--- src/rtl/fifo_arb_pkg.sv ---
// Shared types and helpers for the FIFO drain arbiter.
// Round-robin search helper operates on up to 16 requesters.
package fifo_arb_pkg;

  typedef enum logic [1:0] {
    ARB_IDLE  = 2'd0,
    ARB_BURST = 2'd1,
    ARB_DRAIN = 2'd2
  } arb_state_t;

  localparam int MAX_SRC = 16;

  typedef struct packed {
    logic       found;
    logic [3:0] idx;
  } rr_pick_t;

  // First set bit of req strictly after ptr, wrapping modulo n.
  function automatic rr_pick_t rr_next(
    input logic [MAX_SRC-1:0] req,
    input logic [3:0]         ptr,
    input int                 n = MAX_SRC
  );
    rr_pick_t r;
    int       k;
    r = '0;
    for (int s = 1; s <= MAX_SRC; s++) begin
      k = (int'(ptr) + s) % n;
      if (!r.found && s <= n && req[k]) begin
        r.found = 1'b1;
        r.idx   = 4'(k);
      end
    end
    return r;
  endfunction

endpackage

--- src/rtl/sync_skid_fifo.sv ---
// Single-clock first-word-fall-through buffer with occupancy count.
// Push and pop may coincide at any occupancy, including full.
module sync_skid_fifo #(
  parameter int DEPTH = 8,
  parameter int WIDTH = 8
) (
  input  logic                       clk,
  input  logic                       rst_n,
  input  logic                       push,
  input  logic [WIDTH-1:0]           din,
  input  logic                       pop,
  output logic [WIDTH-1:0]           dout,
  output logic                       valid,
  output logic [$clog2(DEPTH+1)-1:0] count
);

  localparam int CW = $clog2(DEPTH + 1);
  localparam int PW = (DEPTH > 1) ? $clog2(DEPTH) : 1;

  logic [WIDTH-1:0] mem [DEPTH];
  logic [PW-1:0]    wr_q, wr_d;
  logic [PW-1:0]    rd_q, rd_d;
  logic [CW-1:0]    cnt_q, cnt_d;
  logic             do_push;
  logic             do_pop;

  function automatic logic [PW-1:0] ptr_inc(input logic [PW-1:0] p);
    return (p == PW'(DEPTH - 1)) ? '0 : p + 1'b1;
  endfunction

  assign do_pop  = pop && (cnt_q != '0);
  assign do_push = push && ((cnt_q != CW'(DEPTH)) || do_pop);

  always_comb begin
    wr_d  = do_push ? ptr_inc(wr_q) : wr_q;
    rd_d  = do_pop ? ptr_inc(rd_q) : rd_q;
    cnt_d = cnt_q + CW'(do_push) - CW'(do_pop);
  end

  always_ff @(posedge clk) begin
    if (do_push) mem[wr_q] <= din;
  end

  always_ff @(posedge clk or negedge rst_n) begin
    if (!rst_n) begin
      wr_q  <= '0;
      rd_q  <= '0;
      cnt_q <= '0;
    end else begin
      wr_q  <= wr_d;
      rd_q  <= rd_d;
      cnt_q <= cnt_d;
    end
  end

  assign dout  = mem[rd_q];
  assign valid = (cnt_q != '0);
  assign count = cnt_q;

endmodule

--- src/rtl/fifo_drain_arbiter.sv ---
// Round-robin burst drain of several FIFO read ports into one
// tagged ready/valid stream, credit-limited by a local skid buffer.
module fifo_drain_arbiter
  import fifo_arb_pkg::*;
#(
  parameter int NUM_SRC    = 4,
  parameter int ADDR_WIDTH = 13,
  parameter int DATA_WIDTH = 16,
  parameter int BURST_LEN  = 8,
  parameter int SKID_DEPTH = 8
) (
  input  logic                               oclk,
  input  logic                               oreset_n,
  input  logic [NUM_SRC*(ADDR_WIDTH+1)-1:0]  src_full_count,
  input  logic [NUM_SRC*DATA_WIDTH-1:0]      src_data,
  input  logic [NUM_SRC-1:0]                 src_data_valid,
  output logic [NUM_SRC-1:0]                 src_rd,
  input  logic                               flush,
  output logic [DATA_WIDTH-1:0]              out_data,
  output logic [$clog2(NUM_SRC)-1:0]         out_src,
  output logic                               out_last,
  output logic                               out_valid,
  input  logic                               out_ready,
  output logic                               busy,
  output logic                               err_stray
);

  localparam int CW = ADDR_WIDTH + 1;
  localparam int SW = $clog2(NUM_SRC);
  localparam int OW = $clog2(SKID_DEPTH + 1);
  localparam int EW = DATA_WIDTH + SW + 1;

  arb_state_t      state_q, state_d;
  logic [SW-1:0]   grant_q, grant_d;
  logic [SW-1:0]   rr_q, rr_d;
  logic [CW-1:0]   rem_q, rem_d;
  logic [OW-1:0]   out_q, out_d;
  logic            live_q;
  logic            err_q;

  logic [CW-1:0]      fcnt [NUM_SRC];
  logic [NUM_SRC-1:0] elig;
  rr_pick_t           pick;
  logic [SW-1:0]      pick_idx;
  logic [CW-1:0]      pick_cnt;

  logic [OW-1:0]      skid_cnt;
  logic [OW:0]        inflight;
  logic               issue;
  logic [NUM_SRC-1:0] gnt_oh;
  logic               ret;
  logic               ret_last;
  logic [DATA_WIDTH-1:0] ret_data;
  logic               stray;

  logic [EW-1:0]      skid_din;
  logic [EW-1:0]      skid_dout;
  logic               skid_valid;

  for (genvar g = 0; g < NUM_SRC; g++) begin : g_elig
    assign fcnt[g] = src_full_count[g*CW +: CW];
    assign elig[g] = (fcnt[g] >= CW'(BURST_LEN)) ||
                     (flush && (fcnt[g] != '0));
  end

  assign pick     = rr_next(16'(elig), 4'(rr_q), NUM_SRC);
  assign pick_idx = SW'(pick.idx);
  assign pick_cnt = fcnt[pick_idx];

  // Credit: every issued read already owns a skid slot.
  assign inflight = (OW+1)'(skid_cnt) + (OW+1)'(out_q);
  assign issue    = (state_q == ARB_BURST) && (rem_q != '0) &&
                    (inflight < (OW+1)'(SKID_DEPTH));
  assign gnt_oh   = NUM_SRC'(1) << grant_q;
  assign src_rd   = issue ? gnt_oh : '0;

  assign ret      = src_data_valid[grant_q] && (out_q != '0);
  assign ret_last = ret && (rem_q == '0) && (out_q == OW'(1));
  assign ret_data = src_data[grant_q*DATA_WIDTH +: DATA_WIDTH];
  assign stray    = |(src_data_valid & ~(ret ? gnt_oh : '0));

  assign out_d = out_q + OW'(issue) - OW'(ret);

  always_comb begin
    state_d = state_q;
    grant_d = grant_q;
    rr_d    = rr_q;
    rem_d   = rem_q;
    unique case (1'b1)
      state_q == ARB_IDLE: begin
        if (live_q && pick.found) begin
          grant_d = pick_idx;
          rr_d    = pick_idx;
          rem_d   = (pick_cnt < CW'(BURST_LEN)) ?
                    pick_cnt : CW'(BURST_LEN);
          state_d = ARB_BURST;
        end
      end
      state_q == ARB_BURST: begin
        if (issue) begin
          rem_d = rem_q - 1'b1;
          if (rem_q == CW'(1)) state_d = ARB_DRAIN;
        end
      end
      default: begin
        if (out_d == '0) state_d = ARB_IDLE;
      end
    endcase
  end

  always_ff @(posedge oclk or negedge oreset_n) begin
    if (!oreset_n) begin
      state_q <= ARB_IDLE;
      grant_q <= '0;
      rr_q    <= SW'(NUM_SRC - 1);
      rem_q   <= '0;
      out_q   <= '0;
      live_q  <= 1'b0;
      err_q   <= 1'b0;
    end else begin
      state_q <= state_d;
      grant_q <= grant_d;
      rr_q    <= rr_d;
      rem_q   <= rem_d;
      out_q   <= out_d;
      live_q  <= 1'b1;
      err_q   <= stray;
    end
  end

  assign skid_din = {ret_data, grant_q, ret_last};

  sync_skid_fifo #(
    .DEPTH (SKID_DEPTH),
    .WIDTH (EW)
  ) u_skid (
    .clk   (oclk),
    .rst_n (oreset_n),
    .push  (ret),
    .din   (skid_din),
    .pop   (out_valid && out_ready),
    .dout  (skid_dout),
    .valid (skid_valid),
    .count (skid_cnt)
  );

  assign out_valid = skid_valid;
  assign out_data  = skid_valid ? skid_dout[EW-1 -: DATA_WIDTH] : '0;
  assign out_src   = skid_valid ? skid_dout[SW:1] : '0;
  assign out_last  = skid_valid && skid_dout[0];
  assign busy      = (state_q != ARB_IDLE) || skid_valid;
  assign err_stray = err_q;

endmodule

--- config.mk ---
export PLATFORM = sky130hd
export DESIGN_NAME = fifo_drain_arbiter
export DESIGN_NICKNAME = d
export VERILOG_FILES = /design/src/rtl/fifo_arb_pkg.sv /design/src/rtl/sync_skid_fifo.sv /design/src/rtl/fifo_drain_arbiter.sv
export SDC_FILE = /design/constraint.sdc
export NUM_CORES = 1
export LEC_CHECK = 0
export CAP_MARGIN = 40
export CORE_ASPECT_RATIO = 0.9
export CORE_UTILIZATION = 40
export CTS_CLUSTER_SIZE = 30
export DETAILED_ROUTE_END_ITERATION = 6
export PLACE_DENSITY = 0.71
export SYNTH_ARGS = -nofsm -noshare
export SYNTH_HDL_FRONTEND = slang
export SYNTH_HIERARCHICAL = 1
export SYNTH_SLANG_ARGS = --single-unit
--- constraint.sdc ---
create_clock -name oclk -period 10.3 [get_ports oclk]
set_input_delay 3.09 -clock oclk [delete_from_list [all_inputs] [get_ports oclk]]
set_output_delay 3.09 -clock oclk [all_outputs]
set_load 0.02 [all_outputs]
==> impl_metrics.json, run 1 <==
{
  "cts_tree": "yes",
  "clock_latency_ns": 0.43,
  "syn_inst": 568,
  "critPathSlowestCell": "dfrtp_2",
  "viasPerCell": 5.500,
  "routedWlPerCell_microns": 19.59,
  "power_frac_clock": 0.189,
  "ant_nets": 0,
  "reg2reg_to": "state_q[0]",
  "synthTopCellsByArea": "edfxtp_1 (50%), mux4_2 (14%), dfrtp_1 (9.4%), ha_1 (2.6%), mux2_2 (2.6%)",
  "place_hpwl_microns": 14000,
  "post-route-util": 0.5292,
  "max_stage_delay_ns": 0.64,
  "critPathLaunch": "u_skid/rd_q[1]",
  "fin_ws_ns": 3.965,
  "drtIter0Drc": 322,
  "cts_setup_buffers": 0,
  "antennaDiodeCount": 0,
  "std_cell_rows": 51,
  "syn_nets": 717,
  "chipHeight_microns": 145.0,
  "grt_pass1_vias": 5990,
  "p_leak_nw": 4.063,
  "setup-violations-final": 0,
  "r2r-start": "rem_q[3]",
  "io-pin-count": 154,
  "core-area_sq_um": 21950,
  "mostFrequentLayoutCells": "clkdlybuf4s50_1 (152), edfxtp_1 (152), mux4_2 (57), dfrtp_1 (32), nor2_1 (27)",
  "pwr-share-seq": 0.360,
  "worst_pin_slew_ns": 0.8488,
  "ys_warn_count": 6,
  "finClkSkew_ns": 0.005860,
  "internal_power_mw": 2.291,
  "hold_viol": 0,
  "swShare": 0.3429,
  "synth_area_per_cell_sq_um": 16.00,
  "grt-ovfl-total": 0,
  "worstPathArrival_ns": 3.24,
  "vias": 5681,
  "fmax_mhz": 157.9,
  "reg2reg_slack_ns": 6.69,
  "endpoint_kind": "output port",
  "nNetsFinal": 879,
  "path_clk_slew_ns": 0.06,
  "fillCellCount": 1788,
  "die_x_microns": 160.9,
  "critPathBufInv": 2,
  "ys.flop_type": "edfxtp_1",
  "tritoncts.num_buffers": 17,
  "cts_buffer_depth": 2,
  "ys_types": 71,
  "crit_required_ns": 7.21,
  "ctsResizeCount": 0,
  "min-delay-start": "rem_q[1]",
  "clock-sinks": 188,
  "finalNonFillerCells": 1033,
  "maxSlewViolCount": 0,
  "criticalPathCategory": "reg -> out",
  "async_reset_ff_frac": 0.1915,
  "hold_end": "rem_q[1]",
  "critical-path-top-delay-family": "buffers and inverters",
  "cp_max_fo": 28,
  "crit_chain": "buf_4 -> mux4_1 -> mux2_2 -> and2_1 -> clkdlybuf4s50_1",
  "pre_cts_ws_ns": 3.624,
  "netlist.area_leader.share": 0.5021,
  "placed_cells": 1002,
  "timing.setup.tns_ns": 0,
  "grt_max_degree": 37,
  "hp-class": "reg -> reg",
  "gp_congestion": 0.8491,
  "cts_root_buffer": "clkbuf_16",
  "synthToLayoutAreaGrowth_pct": 27.80,
  "start_kind": "flip-flop",
  "io_buffers": 153,
  "dr.pass1.iters": 4,
  "ys_ff_latch": 188,
  "power_frac_comb": 0.452,
  "antenna_found_initial": 0,
  "drv_cap": 0,
  "die_area_sq_um": 23330,
  "routed_wirelength_microns": 20240,
  "drc": 0,
  "ys_seq_area_frac": 0.6015,
  "reg2regPathDepth": 11,
  "netlist.top_cell.by_area": "edfxtp_1",
  "grt_setup_unrepaired": "no",
  "p_switching_mw": 1.196,
  "drive_above_1_share": 0.2035,
  "finalCritPeriodShare": 0.6150,
  "syn_area_sq_um": 9090,
  "hold-worst-slack_ns": 0.5284,
  "maxSlewHeadroom": 0.4341,
  "ctsHoldBuffers": 0,
  "status": "finished clean",
  "synth-edff-count": 152,
  "htree_levels": 4,
  "initial_core_util": 0.4141,
  "peakVddDrop_v": 0.0001641,
  "hold_depth": 2,
  "grt_first_pass_wirelength_microns": 32230,
  "power_density_nw_per_um2": 300.2,
  "grtUsageTotal": 0.1812,
  "period_needed_ns": 6.335
}
==> worst min-delay path: cells and delay by family (launching register included) <==
kind / cells / cell delay (ns)
AND/OR/NAND/NOR: 1 / 0.06
AO/OA/AOI/OAI: 1 / 0.06
flip-flops: 1 / 0.38
==> routing by layer <==
metal / vias to the layer above / routed length (microns) / GRT usage
li1: 2609 / - / -
met1: 2858 / 8696 / 0.2266
met2: 196 / 10240 / 0.3147
met3: 18 / 1046 / 0.03688
met4: 0 / 260 / 0.05519
met5: - / 0 / 0
==> power groups by stage <==
| stage | Sequential, mW | Clock (mW) | Combinational [mW] |
|---|---|---|---|
| after floorplan | 1.20 | 0 | 1.13 |
| after global placement | 1.29 | 0 | 1.49 |
| after detailed placement | 1.27 | 0 | 1.59 |
| after CTS | 1.26 | 0.669 | 1.60 |
| after global routing | 1.28 | 0.698 | 1.72 |
| final | 1.25 | 0.658 | 1.57 |
==> state kept, by name, summed over array words and instances (netlist names) <==
register	flops
u_skid/count	4
grant_q	2
state_q	2
rem_q	14
rr_q	2
err_stray	1
out_q	4
live_q	1
u_skid/rd_q	3
u_skid/wr_q	3
u_skid/mem	152
==> cell type report <==
cell class                 count  area, sq um  share of cell area
timing repair buffer         168         1663              0.1431
tap                          291        364.1             0.03134
inverter                      20        75.07            0.006462
multi-input combinational    335         3457              0.2976
clock buffer                  21        440.4             0.03791
sequential                   188         5470              0.4709
clock inverter                10        147.6             0.01271
==> synthesized netlist by cell type (9+ instances only) <==
master	count
edfxtp_1	152
nand2_1	19
o21ai_0	13
a21oi_1	10
nor4_1	13
nor3_1	17
and2_1	20
ha_1	19
nand2b_1	9
mux4_2	57
mux2_2	21
dfrtp_1	34
o31ai_1	9
nor2_1	27
inv_1	20
clkbuf_1	12
mux2i_1	9
==> worst max path at each step <==
stage                             to  slack [ns]  depth (start not counted)
global placement            rem_q[3]        3.79                          9
finish                   out_data[3]        3.97                          5
floorplan           u_skid/mem[5][0]        4.01                          5
CTS                      out_data[3]        3.88                          5
detailed placement          rem_q[3]        3.62                          9
global route             out_data[3]        3.77                          5
==> stage by stage <==
step                instance area, sq um  power [mW]
floorplan                           9090       2.332
global placement                   10980       2.775
detailed placement                 11030       2.860
CTS                                11620       3.525
global route                       11620       3.696
finish                             11620       3.487
==> cells by family (layout without fill, tap and decap cells) <==
kind of cell,count (synthesis),in the layout,share of synthesized area
fa+ha+maj,21,21,0.03056
flops,188,188,0.6015
mux,95,95,0.1928
buf+inv,45,219,0.02312
other cells,1,1,0.0004125
compound gates,74,74,0.05988
xor+xnor,7,7,0.006745
simple gates,137,137,0.08493
Note: power is estimated with default switching activity, not from simulation.
==> run 2: changes to the inputs <==
Settings changed: PLACE_DENSITY 0.71 to 0.73.
Clock period 10.3 ns to 5.46 ns, I/O delays scaled along.
==> run 2 against run 1 <==
Net effect:
- worst setup slack lost 3.3 ns
- clock-buffer cell count shrank 4
- die area is the same
- critical path type unchanged
- combinational power increased by 92%
- clock skew grew 0.0058 ns
- largest cell class unchanged
- non-clock buffer count rose by 3
- via count rose by 2.3%
- cell count up 0.19%
- sequential share of layout area is 0.19 points lower
- sequential cell count stayed put
==> impl_metrics.json, run 2 (same netlist as run 1, synthesis figures left out) <==
{
  "routedWlPerCell_microns": 19.86,
  "viasPerCell": 5.614,
  "largest_register": "u_skid/mem",
  "internal_power_mw": 4.339,
  "hold_end": "rem_q[1]",
  "grt_pass1_vias": 6105,
  "grtUsageTotal": 0.1820,
  "drtIter0Drc": 414,
  "power_density_nw_per_um2": 567.2,
  "hold_viol": 0,
  "cts_tree": "yes",
  "drive_above_1_share": 0.2124,
  "grt_first_pass_wirelength_microns": 32660,
  "timing.setup.tns_ns": 0,
  "pwr-share-seq": 0.355,
  "mostFrequentLayoutCells": "clkdlybuf4s50_1 (152), edfxtp_1 (152), mux4_2 (57), dfrtp_1 (32), nor2_1 (27)",
  "power_frac_clock": 0.190,
  "clock_latency_ns": 0.43,
  "finClkSkew_ns": 0.01170,
  "pre_cts_ws_ns": 0.5228,
  "vias": 5810,
  "fmax_mhz": 208.0,
  "maxSlewViolCount": 0,
  "io-pin-count": 154,
  "period_needed_ns": 4.807,
  "antenna_found_initial": 0,
  "reg2reg_slack_ns": 1.61,
  "start_kind": "flip-flop",
  "drv_cap": 0,
  "path_clk_slew_ns": 0.07,
  "crit_chain": "nor4_1 -> or3b_1 -> o31ai_2 -> buf_4 -> nor3_1 -> clkdlybuf4s50_1",
  "min-delay-start": "rem_q[1]",
  "endpoint_kind": "output port",
  "io_buffers": 153,
  "p_leak_nw": 4.073,
  "reg2reg_to": "state_q[0]",
  "hold-worst-slack_ns": 0.5286,
  "nNetsFinal": 882,
  "place_hpwl_microns": 14160,
  "p_switching_mw": 2.278,
  "tritoncts.num_buffers": 17,
  "r2r-start": "rem_q[3]",
  "power_frac_comb": 0.454,
  "die_area_sq_um": 23330,
  "largestRegisters": "u_skid/mem (152), rem_q (14)",
  "max_stage_delay_ns": 0.56,
  "ctsHoldBuffers": 0,
  "antennaDiodeCount": 0,
  "cp_max_fo": 9,
  "std_cell_rows": 51,
  "gp_congestion": 0.8711,
  "hold_depth": 2,
  "criticalPathCategory": "reg -> out",
  "cts_buffer_depth": 2,
  "drc": 0,
  "grt_setup_unrepaired": "no",
  "maxSlewHeadroom": 0.4258,
  "swShare": 0.3442,
  "core-area_sq_um": 21950,
  "hp-class": "reg -> reg",
  "fin_ws_ns": 0.6531,
  "worst_pin_slew_ns": 0.8581,
  "p_total_mw": 6.617,
  "clock-sinks": 188,
  "placed_cell_area_sq_um": 11060,
  "finalCritPeriodShare": 0.8804,
  "final_cell_area_sq_um": 11660,
  "dr.pass1.iters": 5,
  "die_x_microns": 160.9,
  "chipHeight_microns": 145.0,
  "synthToLayoutAreaGrowth_pct": 28.33,
  "routed_wirelength_microns": 20550,
  "setup-violations-final": 0,
  "critPathSlowestCell": "clkdlybuf4s50_1",
  "reg2regPathDepth": 11,
  "ctsResizeCount": 0,
  "grt_max_degree": 37,
  "ant_nets": 0,
  "crit_required_ns": 3.82,
  "peakVddDrop_v": 0.0002772,
  "initial_core_util": 0.4141,
  "cts_root_buffer": "clkbuf_16",
  "largest_register_ffs": 152,
  "worstPathArrival_ns": 3.17,
  "cts_setup_buffers": 0,
  "grt-ovfl-total": 0,
  "htree_levels": 4,
  "status": "finished clean"
}
run 2: changes by cell type in the layout (fill, tap and decap cells not counted), sizes merged:
cell           previous run  this run
buf                      15        18
clkbuf                   21        18
clkdlybuf4s15             1         0
clkinv                    6         4
clkinvlp                  0         5
run 2: how the worst max path moves through the flow:
stage,start,endpoint,slack (ns),cells past startpoint
after floorplan,src_data_valid[1],u_skid/mem[5][0],0.63,5
after global placement,src_data_valid[3],state_q[0],0.65,11
after detailed placement,src_data_valid[3],state_q[0],0.52,11
after CTS,rem_q[3],src_rd[0],0.65,6
after global routing,rem_q[3],src_rd[0],0.52,6
final,rem_q[3],src_rd[0],0.65,6
run 2: cell type report:
| type | count | area (sq um) |
|---|---|---|
| multi-input combinational | 335 | 3457 |
| clock inverter | 13 | 176.4 |
| clock buffer | 17 | 425.4 |
| fill | 1761 | 10290 |
| timing repair buffer | 171 | 1697 |
| inverter | 20 | 75.07 |
| sequential | 188 | 5470 |
| tap | 291 | 364.1 |
run 2: power by group through the flow:
stage | sequential [mW] | clock [mW] | combinational [mW]
after floorplan | 2.27 | 0 | 2.13
after global placement | 2.36 | 0 | 2.93
after detailed placement | 2.38 | 0 | 3.03
after CTS | 2.35 | 1.28 | 3.04
after global routing | 2.40 | 1.33 | 3.26
final | 2.35 | 1.26 | 3.01
run 2: worst max-delay path: cells and delay by family, from the launching register on:
kind,cells,cell delay [ns]
AND/OR/NAND/NOR,3,0.98
buffers and inverters,2,0.83
AO/OA/AOI/OAI,1,0.49
flip-flops,1,0.43
run 2: metrics by stage:
| stage | utilization | cells |
|---|---|---|
| after detailed placement | 0.5038 | 1004 |
| after global routing | 0.5314 | 1035 |
| after floorplan | - | 568 |
| after CTS | 0.5312 | 1034 |
| final | 0.5314 | 1035 |
| after global placement | 0.5038 | 1004 |
run 2: metal layers:
metal / track usage / up-vias / part of all wire / wire length (microns)
met5: 0 / - / 0 / 0
met3: 0.03345 / 24 / 0.058 / 1184
met2: 0.3047 / 238 / 0.50 / 10340
met4: 0.06651 / 0 / 0.015 / 317
met1: 0.2359 / 2941 / 0.42 / 8709
li1: - / 2607 / - / -
==> run 3: changes to the inputs <==
Settings changed: REMOVE_ABC_BUFFERS from default to 1.
==> run 3 against run 2 <==
Net effect:
- hold slack got worse by 0.0056 ns
- first-iteration DRC count up 14%
- non-clock buffer count up 2
- largest power group unchanged
- sequential power about the same
- utilization fell by 0.057 points
==> impl_metrics.json, run 3 (same netlist as run 1, synthesis figures left out) <==
{
  "status": "finished clean",
  "hold-worst-slack_ns": 0.5231,
  "p_leak_nw": 4.076,
  "final_common_cell": "clkdlybuf4s50_1",
  "setup-violations-final": 0,
  "cts_setup_buffers": 0,
  "routedWlPerCell_microns": 19.97,
  "cts_tree": "yes",
  "crit_chain": "nor4_1 -> or3b_1 -> o31ai_2 -> buf_4 -> nor3_1 -> clkdlybuf4s50_1",
  "die_area_sq_um": 23330,
  "chipHeight_microns": 145.0,
  "grt_max_degree": 37,
  "core-area_sq_um": 21950,
  "largest_register_ffs": 152,
  "dr.pass1.iters": 5,
  "critPathBufInv": 2,
  "criticalPathCategory": "reg -> out",
  "std_cell_rows": 51,
  "finClkSkew_ns": 0.01051,
  "start_kind": "flip-flop",
  "synthToLayoutAreaGrowth_pct": 28.19,
  "vias": 5822,
  "power_density_nw_per_um2": 562.4,
  "finalCritPeriodShare": 0.8631,
  "cts_root_buffer": "clkbuf_16",
  "clock_latency_ns": 0.43,
  "cts_buffer_depth": 2,
  "grt-ovfl-total": 0,
  "endpoint_kind": "output port",
  "largestRegisters": "u_skid/mem (152), rem_q (14)",
  "path_clk_slew_ns": 0.07,
  "initial_core_util": 0.4141,
  "ctsHoldBuffers": 0,
  "io-pin-count": 154,
  "viasPerCell": 5.603,
  "grt_first_pass_wirelength_microns": 32450,
  "hold_viol": 0,
  "antenna_found_initial": 0,
  "routed_wirelength_microns": 20750,
  "grt_pass1_vias": 6065,
  "hp-class": "reg -> reg",
  "die_x_microns": 160.9,
  "worstPathArrival_ns": 3.07,
  "tritoncts.num_buffers": 17,
  "period_needed_ns": 4.713,
  "antennaDiodeCount": 0,
  "timing.setup.tns_ns": 0,
  "critPathSlowestCell": "clkdlybuf4s50_1",
  "gp_congestion": 0.9132,
  "ant_nets": 0,
  "crit_required_ns": 3.82,
  "max_stage_delay_ns": 0.59,
  "maxSlewViolCount": 0,
  "clock-sinks": 188,
  "htree_levels": 4,
  "mostFrequentLayoutCells": "clkdlybuf4s50_1 (153), edfxtp_1 (152), mux4_2 (57), dfrtp_1 (31), nor2_1 (27)",
  "fmax_mhz": 212.2,
  "drv_cap": 0,
  "ctsResizeCount": 0,
  "cp_max_fo": 11,
  "grt_setup_unrepaired": "no",
  "critical-path-top-delay-family": "simple AND/OR/NAND/NOR gates",
  "drtIter0Drc": 470,
  "grtUsageTotal": 0.1826,
  "largest_register": "u_skid/mem",
  "peakVddDrop_v": 0.0003202,
  "drive_above_1_share": 0.2166,
  "nNetsFinal": 884,
  "maxSlewHeadroom": 0.4344,
  "io_buffers": 153,
  "place_hpwl_microns": 14260,
  "worst_pin_slew_ns": 0.8453,
  "drc": 0
}
run 3: cell type report:
| class | instances | area (sq um) |
|---|---|---|
| Clock inverter | 15 | 153.9 |
| Timing Repair Buffer | 173 | 1705 |
| Tap cell | 291 | 364.1 |
| Inverter | 20 | 75.07 |
| Fill cell | 1759 | 10300 |
| Clock buffer | 17 | 425.4 |
| Multi-Input combinational cell | 335 | 3457 |
| Sequential cell | 188 | 5472 |
run 3: through the flow:
stage                     utilization  setup WS [ns]  instances  total power, mW  instance area [sq um]
after detailed placement       0.5044         0.4679       1007            5.393                  11070
after global placement         0.5027         0.6213       1005            5.242                  11030
after CTS                      0.5308         0.7544       1039            6.607                  11650
final                          0.5308         0.7474       1039            6.554                  11650
after global routing           0.5308         0.5929       1039            6.922                  11650
after floorplan                     -         0.6206        543            4.321                   8955
run 3: power by group:
part           total [mW]  switching (mW)  internal [mW]  leakage, nW
Sequential           2.38           0.280           2.10         1.82
Combinational        2.97            1.49           1.48         1.98
Clock                1.20           0.556          0.645        0.279
run 3: layer usage:
layer  global-route usage  share of wire  vias up
met5                    0              0        -
met4              0.05708          0.013        0
met3              0.03116          0.053       25
met2               0.3198           0.52      218
met1               0.2295           0.42     2963
li1                     -              -     2616
run 3: final timing paths:
path / to / cells past startpoint / start / slack [ns]
setup reg to reg: state_q[0] / 11 / rem_q[3] / 1.73
hold reg to reg: rem_q[1] / 2 / rem_q[1] / 0.52
setup / recovery: src_rd[0] / 6 / rem_q[3] / 0.75
hold / removal: rem_q[1] / 2 / rem_q[1] / 0.52
max in group asynchronous: u_skid/rd_q[2] / 2 / oreset_n / 3.45
min in group asynchronous: grant_q[0] / 2 / oreset_n / 1.64
run 3: worst min-delay path: stages (launching register included):
cell     delay (ns)
dfrtp_1        0.37
nand2_1        0.06
o31ai_1        0.06
